===== src/rtl/seat_request_ctrl.sv =====
// Front-end controller for the seat table: accepts requests, runs the minute
// timebase, sequences check-then-write and returns one result per request.
module seat_request_ctrl #(
  parameter int unsigned TICKS_PER_MIN   = 50000000,
  parameter int unsigned MINUTES_PER_DAY = 1440,
  parameter int unsigned NUM_SEATS       = 32,
  parameter int unsigned LIMIT_MIN       = 30
) (
  input  logic        clk,
  input  logic        rst_n,
  input  logic        req_valid,
  output logic        req_ready,
  input  logic [31:0] req_student_no,
  input  logic [4:0]  req_seat_no,
  input  logic [1:0]  req_action,
  input  logic        clear_all,
  output logic        resp_valid,
  input  logic        resp_ready,
  output logic        resp_ok,
  output logic [1:0]  resp_code,
  output logic        rst_mem,
  output logic        write_mem,
  output logic [31:0] Student_No_mem,
  output logic [10:0] Time_mem,
  output logic [1:0]  Seat_State_mem,
  output logic [4:0]  Seat_No_mem,
  output logic [10:0] limit_time,
  input  logic        Do_Not_Seat
);

  localparam int unsigned PW = (TICKS_PER_MIN > 1) ? $clog2(TICKS_PER_MIN) : 1;
  localparam logic [PW-1:0] PRESC_LAST = PW'(TICKS_PER_MIN - 1);
  localparam logic [10:0]   MIN_LAST   = 11'(MINUTES_PER_DAY - 1);

  localparam logic [1:0] ACT_SIT     = 2'd2;
  localparam logic [1:0] ACT_ILLEGAL = 2'd3;

  localparam logic [1:0] CODE_OK       = 2'd0;
  localparam logic [1:0] CODE_OCCUPIED = 2'd1;
  localparam logic [1:0] CODE_BAD_REQ  = 2'd2;
  localparam logic [1:0] CODE_ABORTED  = 2'd3;

  typedef enum logic [2:0] {
    S_INIT,
    S_IDLE,
    S_CHECK,
    S_WRITE,
    S_RESP
  } state_e;

  // Timebase
  logic [PW-1:0] presc_q, presc_d;
  logic [10:0]   minute_q, minute_d;
  logic          min_tick;
  logic          day_wrap;
  logic          clr_evt;

  always_comb begin
    min_tick = (presc_q == PRESC_LAST);
    day_wrap = min_tick && (minute_q == MIN_LAST);
    presc_d  = min_tick ? '0 : presc_q + PW'(1);
    minute_d = minute_q;
    if (min_tick) begin
      minute_d = day_wrap ? 11'd0 : minute_q + 11'd1;
    end
  end

  always_ff @(posedge clk or negedge rst_n) begin
    if (!rst_n) begin
      presc_q  <= '0;
      minute_q <= '0;
    end else begin
      presc_q  <= presc_d;
      minute_q <= minute_d;
    end
  end

  // Any table-wipe event; also aborts an in-flight check/write.
  assign clr_evt = clear_all || day_wrap;

  // Request FSM
  state_e      state_q, state_d;
  logic [31:0] student_q, student_d;
  logic [4:0]  seat_q, seat_d;
  logic [1:0]  action_q, action_d;
  logic        write_q, write_d;
  logic        rst_mem_q, rst_mem_d;
  logic        resp_valid_q, resp_valid_d;
  logic        resp_ok_q, resp_ok_d;
  logic [1:0]  resp_code_q, resp_code_d;

  assign req_ready = (state_q == S_IDLE) && !clr_evt;

  always_comb begin
    state_d      = state_q;
    student_d    = student_q;
    seat_d       = seat_q;
    action_d     = action_q;
    write_d      = 1'b0;
    resp_valid_d = resp_valid_q;
    resp_ok_d    = resp_ok_q;
    resp_code_d  = resp_code_q;
    rst_mem_d    = clr_evt || (state_q == S_INIT);

    case (state_q)
      S_INIT: state_d = S_IDLE;

      S_IDLE: begin
        if (req_valid && req_ready) begin
          student_d = req_student_no;
          seat_d    = req_seat_no;
          action_d  = req_action;
          if ((req_action == ACT_ILLEGAL) || (32'(req_seat_no) >= NUM_SEATS)) begin
            state_d      = S_RESP;
            resp_valid_d = 1'b1;
            resp_ok_d    = 1'b0;
            resp_code_d  = CODE_BAD_REQ;
          end else begin
            state_d = S_CHECK;
          end
        end
      end

      S_CHECK: begin
        if (clr_evt) begin
          state_d      = S_RESP;
          resp_valid_d = 1'b1;
          resp_ok_d    = 1'b0;
          resp_code_d  = CODE_ABORTED;
        end else if (Do_Not_Seat && (action_q == ACT_SIT)) begin
          state_d      = S_RESP;
          resp_valid_d = 1'b1;
          resp_ok_d    = 1'b0;
          resp_code_d  = CODE_OCCUPIED;
        end else begin
          state_d = S_WRITE;
          write_d = 1'b1;
        end
      end

      // Do_Not_Seat is not looked at here: it rises as a result of a sit write.
      S_WRITE: begin
        state_d      = S_RESP;
        resp_valid_d = 1'b1;
        resp_ok_d    = !clr_evt;
        resp_code_d  = clr_evt ? CODE_ABORTED : CODE_OK;
      end

      S_RESP: begin
        if (resp_ready) begin
          state_d      = S_IDLE;
          resp_valid_d = 1'b0;
        end
      end

      default: state_d = S_INIT;
    endcase
  end

  always_ff @(posedge clk or negedge rst_n) begin
    if (!rst_n) begin
      state_q      <= S_INIT;
      student_q    <= '0;
      seat_q       <= '0;
      action_q     <= '0;
      write_q      <= 1'b0;
      rst_mem_q    <= 1'b0;
      resp_valid_q <= 1'b0;
      resp_ok_q    <= 1'b0;
      resp_code_q  <= '0;
    end else begin
      state_q      <= state_d;
      student_q    <= student_d;
      seat_q       <= seat_d;
      action_q     <= action_d;
      write_q      <= write_d;
      rst_mem_q    <= rst_mem_d;
      resp_valid_q <= resp_valid_d;
      resp_ok_q    <= resp_ok_d;
      resp_code_q  <= resp_code_d;
    end
  end

  // A wipe arriving during the write cycle must not let the strobe through.
  assign write_mem      = write_q && !clr_evt;
  assign rst_mem        = rst_mem_q;
  assign resp_valid     = resp_valid_q;
  assign resp_ok        = resp_ok_q;
  assign resp_code      = resp_code_q;
  assign Student_No_mem = student_q;
  assign Seat_No_mem    = seat_q;
  assign Seat_State_mem = action_q;
  assign Time_mem       = minute_q;
  assign limit_time     = 11'(LIMIT_MIN);

endmodule


===== config.mk =====
export PLATFORM = sky130hd
export DESIGN_NAME = seat_request_ctrl
export DESIGN_NICKNAME = d
export VERILOG_FILES = /design/src/rtl/seat_request_ctrl.sv
export SDC_FILE = /design/constraint.sdc
export NUM_CORES = 1
export LEC_CHECK = 0
export CELL_PAD_IN_SITES_DETAIL_PLACEMENT = 0
export CELL_PAD_IN_SITES_GLOBAL_PLACEMENT = 2
export CORE_ASPECT_RATIO = 0.8
export CORE_MARGIN = 4
export CORE_UTILIZATION = 30
export CTS_BUF_LIST = sky130_fd_sc_hd__clkbuf_4
export CTS_CLUSTER_DIAMETER = 60
export DETAILED_ROUTE_END_ITERATION = 10
export PLACE_DENSITY = 0.89
export SLEW_MARGIN = 20
export SYNTH_ARGS = -nofsm -noshare
export SYNTH_HDL_FRONTEND = slang
export SYNTH_SLANG_ARGS = --single-unit
export TNS_END_PERCENT = 50

===== constraint.sdc =====
create_clock -name clk -period 2.5 [get_ports clk]
set_input_delay 0.375 -clock clk [delete_from_list [all_inputs] [get_ports clk]]
set_output_delay 0.375 -clock clk [all_outputs]
set_load 0.005 [all_outputs]

=== Word-level counts from Yosys, hierarchy flattened ===
Cells that the tools add are included.

* Flip-flop bits (word level): 85
* Latch bits: 0
* Memory bits (writable): 0
* ROM bits: 0
* Input port bits: 45
* Output and inout bits: 68
* Memories kept: 0

* Add/subtract/negate cells: 2
* $mul: 0
* Divide/modulo/power cells: 0
* Order comparisons: 0
* Equal/unequal tests: 12
* Shift operators: 0
* Muxes and demuxes: 28
* Bitwise logic cells: 0
* Reduce and logical (&&, ||, !) cells: 15

{| class="wikitable"
|+ Operator list
! cell !! number
|-
| 26-bit by 1-bit adder with 26-bit output, second input constant || 1
|-
| 26-bit equality test, second input constant || 1
|-
| 26-bit two-way mux || 1
|-
| 3-bit two-way mux || 5
|-
| 3-bit one-hot mux with 5 select lines || 1
|-
| 1-bit two-way mux || 12
|-
| 11-bit by 1-bit adder with 11-bit output, second input constant || 1
|-
| 11-bit equality test, second input constant || 1
|-
| 11-bit two-way mux || 1
|-
| 2-bit two-way mux || 5
|-
| 3-bit by 2-bit equality test with 1-bit output, second input constant || 2
|-
| 2-bit one-hot mux with 3 select lines || 1
|-
| 1-bit logical AND || 5
|-
| 5-bit AND reduction || 1
|-
| 2-bit equality test, second input constant || 2
|-
| 2-bit by 1-bit != test with 1-bit output, second input constant || 2
|-
| 1-bit one-hot mux with 4 select lines || 1
|-
| 2-bit AND reduction || 2
|-
| 4-bit AND reduction || 1
|-
| 4-bit nonzero test || 1
|-
| 3-bit by 1-bit equality test with 1-bit output, second input constant || 1
|-
| 3-bit equality test, second input constant || 1
|-
| 3-bit zero test || 1
|-
| 3-bit != test, second input constant || 1
|-
| other kinds (5) || 6
|}

=== Logic depth before layout (Yosys ltp) ===
Gate-level depths: netlist (run 1).

* Depth after elaboration: 8
* Mapped depth: 8

=== Worst setup path before layout (run 1) ===
OpenSTA, ideal clock, no wires.

* Path kind: register -> register
* Start point: register minute_q[0], in the netlist Time_mem[0]
* End point: register seat_q[4], in the netlist Seat_No_mem[4]
* Setup time: 127 ps
* Arrival: 2051 ps
* Data required time: 2373 ps
* Setup slack: 322 ps
* Stages on the path, launching flop included: 9
* Clock period less this slack: 2178 ps
* Path through: dfrtp_1 > ha_1 > and4_1 > buf_6 > a31o_4 > nor3_4 > buf_6 > buf_8 > mux2_1

* Longest elaborated chain between the ends: 7

{| class="wikitable"
|+ RTL lines
! what !! line !! source
|-
| start: declaration || 53 || <nowiki>logic [10:0] minute_q, minute_d;</nowiki>
|-
| start signal: assignment || 74 || <nowiki>minute_q <= minute_d;</nowiki>
|-
| 11-bit equality test || 60 || <nowiki>day_wrap = min_tick && (minute_q == MIN_LAST);</nowiki>
|-
| 1-bit logical AND || 60 ||
|-
| 1-bit logical OR || 79 || <nowiki>assign clr_evt = clear_all || day_wrap;</nowiki>
|-
| 1-bit zero test || 92 || <nowiki>assign req_ready = (state_q == S_IDLE) && !clr_evt;</nowiki>
|-
| 1-bit logical AND || 92 ||
|-
| 1-bit logical AND || 109 || <nowiki>if (req_valid && req_ready) begin</nowiki>
|-
| 2-bit AND reduction (no line) || -- ||
|-
| end signal: assignment || 174 || <nowiki>seat_q <= seat_d;</nowiki>
|-
| end: declaration || 84 || <nowiki>logic [4:0] seat_q, seat_d;</nowiki>
|}

No other way between the ends.
A chain may end at the register's enable or synchronous reset.

=== Worst setup path after layout (run 1) ===
* Start point: register presc_q[9]
* End point: output write_mem

* Longest elaborated chain between the ends: 5

{| class="wikitable"
|+ RTL lines
! what !! line !! source
|-
| start: declaration || 52 || <nowiki>logic [PW-1:0] presc_q, presc_d;</nowiki>
|-
| start signal: assignment || 73 || <nowiki>presc_q <= presc_d;</nowiki>
|-
| 26-bit equality test || 59 || <nowiki>min_tick = (presc_q == PRESC_LAST);</nowiki>
|-
| 1-bit logical AND || 60 ||
|-
| 1-bit logical OR || 79 ||
|-
| 1-bit zero test || 185 || <nowiki>assign write_mem = write_q && !clr_evt;</nowiki>
|-
| 1-bit logical AND || 185 ||
|-
| end: declaration || 22 || <nowiki>output logic write_mem,</nowiki>
|}

No other way between the ends.

==> results of run 1 <==
[cell families (layout without fill, tap and decap cells)]
| logic type | after synthesis | after routing | share of synthesized area |
|---|---|---|---|
| and+or+nand+nor | 102 | 102 | 0.1434 |
| buffers and inverters | 27 | 156 | 0.04702 |
| DFF | 85 | 85 | 0.5590 |
| other | 2 | 11 | 0.001974 |
| AOI/OAI and AO/OA | 34 | 34 | 0.06281 |
| muxes | 42 | 42 | 0.1240 |
| adders and majority gates | 2 | 2 | 0.006576 |
| xor gates and xnor gates | 24 | 24 | 0.05524 |
[final cells by class]
type	instances	area [um2]
multi-input cells	215	1599
fillers	1143	6924
flip-flops and latches	85	2130
well taps	171	214.0
clock buffers	10	75.07
repair buffers	134	1270
inverters	6	22.52
clock inverters	6	62.56
[cells in the final DEF, fill, tap and decap left out, types with 5 or more instances in the layout]
cell type,instances
a21oi_1,6
buf_4,32
clkbuf_4,10
clkdlybuf4s50_1,98
conb_1,11
dfrtp_1,83
inv_1,6
mux2_1,11
mux2_2,30
nand2_1,23
nand3_1,7
nand4_1,12
nor2_1,24
o21ai_0,13
xnor2_1,19
xor2_1,5
[report_power, final]
group          leakage (nW)  internal (mW)  switching, mW
logic                  1.11          0.991          0.476
registers              1.07           1.74          0.203
clock network        0.0704          0.315          0.476
[worst register-to-register path, stage by stage, from the launching register on]
cell,delay (ns)
dfrtp_1,0.41
ha_4,0.16
nand3_2,0.13
nor3_4,0.25
buf_4,0.16
buf_4,0.11
and2_1,0.41
nand4_1,0.16
mux2_2,0.29
[per-layer routing]
layer / up-vias / track usage
met2: 61 / 0.2112
li1: 1379 / -
met1: 1397 / 0.1696
met5: - / 0
met4: 0 / 0.03157
met3: 11 / 0.03921
[how the worst max path moves through the flow]
stage	from	endpoint	slack [ns]
finish	presc_q[9]$_DFF_PN0_	write_mem	0.12
global route	presc_q[18]$_DFF_PN0_	write_mem	0.00007
detailed placement	presc_q[0]$_DFF_PN0_	write_mem	0.15
floorplan	Time_mem[0]$_DFFE_PN0N_	Seat_No_mem[4]$_DFFE_PN0P_	0.32
global placement	presc_q[0]$_DFF_PN0_	write_mem	0.19
CTS	presc_q[11]$_DFF_PN0_	req_ready	-0.03
[metrics by stage]
stage,instances,setup TNS [ns]
finish,627,0
global route,627,0
CTS,621,-0.03015
detailed placement,591,0
global placement,591,0
floorplan,327,0
[registers in the layout (all words and copies together) (netlist names)]
signal and flops:
Seat_No_mem 5, Seat_State_mem 2, Student_No_mem 32, Time_mem 11
presc_q 26, resp_code 2, resp_ok 1, resp_valid 1
rst_mem 1, state_q 3, write_q 1
[timing repair]
item / CTS / global route
pin swaps: 4 / 5
endpoints found under the setup margin: 2 / 2
setup buffers: 13 / 6
endpoints found under the hold margin: 38 / 0
hold buffers: 1 / 0
cloned: 0 / 0
gates resized for setup: 14 / 6
==> impl_table.tex, run 1 <==
\begin{tabular}{lr}
\hline
Metric & Value \\
\hline
\multicolumn{2}{l}{\textbf{STA}} \\
\quad Minimum clock period after layout & 2.376 ns \\
\quad Hold violation count in the final report & 0 \\
\quad Max Clock Skew & between 0.015 and 0.02 ns \\
\quad Number of pins with negative max-slew slack in the final report & 0 \\
\quad Slew Limit Headroom & 0.6391 \\
\quad Final setup vio count & 0 \\
\quad Slew @ Worst Pin & roughly 0.54 ns \\
\quad Worst hold slack across all endpoints & 0.4533 ns \\
\quad Highest clock frequency the design can meet & approximately 420 MHz \\
\quad Fin worst setup slack & $\sim$0.12 ns \\
\quad Unrepaired setup endpoints after global routing & no \\
\quad Final critical-path share of the clock period & 0.9505 \\
\multicolumn{2}{l}{\textbf{Clocking}} \\
\quad Number of buffers created by CTS & 9 \\
\quad TritonCTS clock tree & built \\
\quad Level count of the clock H-tree & 3 \\
\quad Buffer cell driving the clock tree root & clkbuf\_4 \\
\quad Clock transition at the register clock pins on the worst setup and hold paths after CTS & roughly 0.14 ns \\
\quad Clock latency on the worst-skew pair & 0.43 ns \\
\quad Number of clock sinks & 85 \\
\quad Number of buffers on the longest clock path & 2 \\
\multicolumn{2}{l}{\textbf{Cells and area}} \\
\quad Utilization of the core after routing & 0.4369 \\
\quad Share of final-layout standard cells stronger than drive strength 1 & 0.2061 \\
\quad Fin area & 5373 um2 \\
\quad Syn-to-layout area delta & 41.20\% \\
\quad Net count reported at finish & $\sim$500 \\
\quad Antenna diode instance count & 0 \\
\multicolumn{2}{l}{\textbf{Routing}} \\
\quad Wire length per cell & 14.80 um \\
\quad Met2 WL post-DR & 4.545 mm \\
\quad Vias per Instance & between 4 and 5 \\
\quad Drt pass-1 iters & 4 \\
\quad Total length of routed wires & 9.280 mm \\
\quad Routed metal-1 wirelength & between 4 and 5 mm \\
\quad Met3 wire length & approximately 420 um \\
\quad Iteration-0 DRC count of the detailed router & a little under 100 \\
\quad Post-route DRC & 0 \\
\quad Total number of vias & around 2,800 \\
\quad Post-detailed-route count of antenna-violating nets & 0 \\
\quad Highest metal layer with signal wires & met4 \\
\multicolumn{2}{l}{\textbf{Yosys}} \\
\quad Post-synthesis sequential area ratio & 0.5590 \\
\quad Synthesized instance count & 318 \\
\quad Cell with the most instances after synthesis & dfrtp\_1 \\
\quad List of most frequent post-synthesis cells & dfrtp\_1, mux2\_2, nor2\_1, nand2\_1, xnor2\_1 \\
\quad \#FFs+latches synth & 85 \\
\quad YS warnings & 0 \\
\quad Largest cells by area after synthesis & dfrtp\_1, mux2\_2, xnor2\_1 \\
\quad Synthesized cell area & 3805 um2 \\
\quad Proportion of synthesized flip-flops having asynchronous set or reset & 1.000 \\
\quad Post-synth top flop & dfrtp\_1 \\
\quad Yosys cell types & 45 \\
\quad Number of enable flip-flop cells after synthesis & 0 \\
\quad Average instance area after synthesis & between 10 and 15 um2 \\
\quad Area leader, netlist & dfrtp\_1 \\
\quad Yosys top cell area share & 0.5590 \\
\multicolumn{2}{l}{\textbf{Floorplanning}} \\
\quad Initial core utilization & 0.3094 \\
\quad Die Y-Extent & between 100 and 150 um \\
\quad I/O Pins & 113 \\
\quad X dimension of the die & 133.9 um \\
\quad Core Footprint & between 10,000 and 15,000 um2 \\
\quad Die area & roughly 15,000 um2 \\
\quad Cell Rows & 36 \\
\multicolumn{2}{l}{\textbf{Critical path}} \\
\quad Endpoint type of the worst setup path & output pin \\
\quad WP depth & 6 \\
\quad Data required time at the worst endpoint & $\sim$2.1 ns \\
\quad Max incr delay on CP & between 0.4 and 0.5 ns \\
\quad Number of cell instances on the worst register-to-register path & 8 \\
\quad Data arrival time of the critical path & $\sim$2.0 ns \\
\quad Kind of cell adding the most delay to the critical path & simple AND/OR/NAND/NOR gates \\
\quad Worst flop-to-flop path endpoint & Time\_mem[5]\$\_DFFE\_PN0N\_ \\
\quad Reg2reg start & presc\_q[0]\$\_DFF\_PN0\_ \\
\quad Max Fanout on Critical Path & 2 \\
\quad Type of the worst setup path & flop to output pin \\
\quad Critical path cell sequence & nor4bb\_1, and4\_4, buf\_4, a31oi\_4, and2\_4, dlygate4sd2\_1 \\
\quad Kind of start point of the critical path & flop \\
\quad Reg-to-reg slack, setup & approximately 0.33 ns \\
\quad Slowest stage cell, crit path & dfrtp\_1 \\
\quad Critical path buffers and inverters & 2 \\
\multicolumn{2}{l}{\textbf{Pwr}} \\
\quad Worst supply voltage drop on vdd & around 0.32 mV \\
\quad Total power after layout & approximately 4.2 mW \\
\quad Power density of the placed cells & approximately 800 nW/um2 \\
\quad Leakage power & 2.256 nW \\
\multicolumn{2}{l}{\textbf{Place}} \\
\quad Post-detailed-placement cell area & around 5000 um2 \\
\quad Half-perimeter wire length after placement & roughly 6.8 mm \\
\quad Pre-CTS setup slack & 0.1514 ns \\
\quad Gp weighted congestion & between 0.7 and 0.8 \\
\quad Number of buffers inserted by port buffering & slightly above 100 \\
\multicolumn{2}{l}{\textbf{Global routing}} \\
\quad First-pass GRT wire length & between 15 and 20 mm \\
\quad Via count of the first global-routing pass & around 3,000 \\
\quad GRT Overall Usage & 0.1293 \\
\quad Maximum number of pins on one net before global-route repair & between 40 and 50 \\
\quad Global route total overflow & 0 \\
\quad Antenna violations before repair & 0 \\
\multicolumn{2}{l}{\textbf{Hold path}} \\
\quad Min-delay worst type & input port to async pin \\
\multicolumn{2}{l}{\textbf{Run}} \\
\quad Max-cap violations & 0 \\
\multicolumn{2}{l}{\textbf{Outcome}} \\
\quad Outcome & completed \\
\hline
\end{tabular}
Power figures use the tool's default switching activity.
==> inputs of run 2 (changes only) <==
--- a/config.mk
+++ b/config.mk
@@ -14,7 +14,7 @@
 export CTS_CLUSTER_DIAMETER = 60
 export DETAILED_ROUTE_END_ITERATION = 10
 export PLACE_DENSITY = 0.89
-export SLEW_MARGIN = 20
+export SLEW_MARGIN = 15
 export SYNTH_ARGS = -nofsm -noshare
 export SYNTH_HDL_FRONTEND = slang
 export SYNTH_SLANG_ARGS = --single-unit
==> results of run 2 <==
No change in the layout: final DEF, timing and power equal those of run 1.
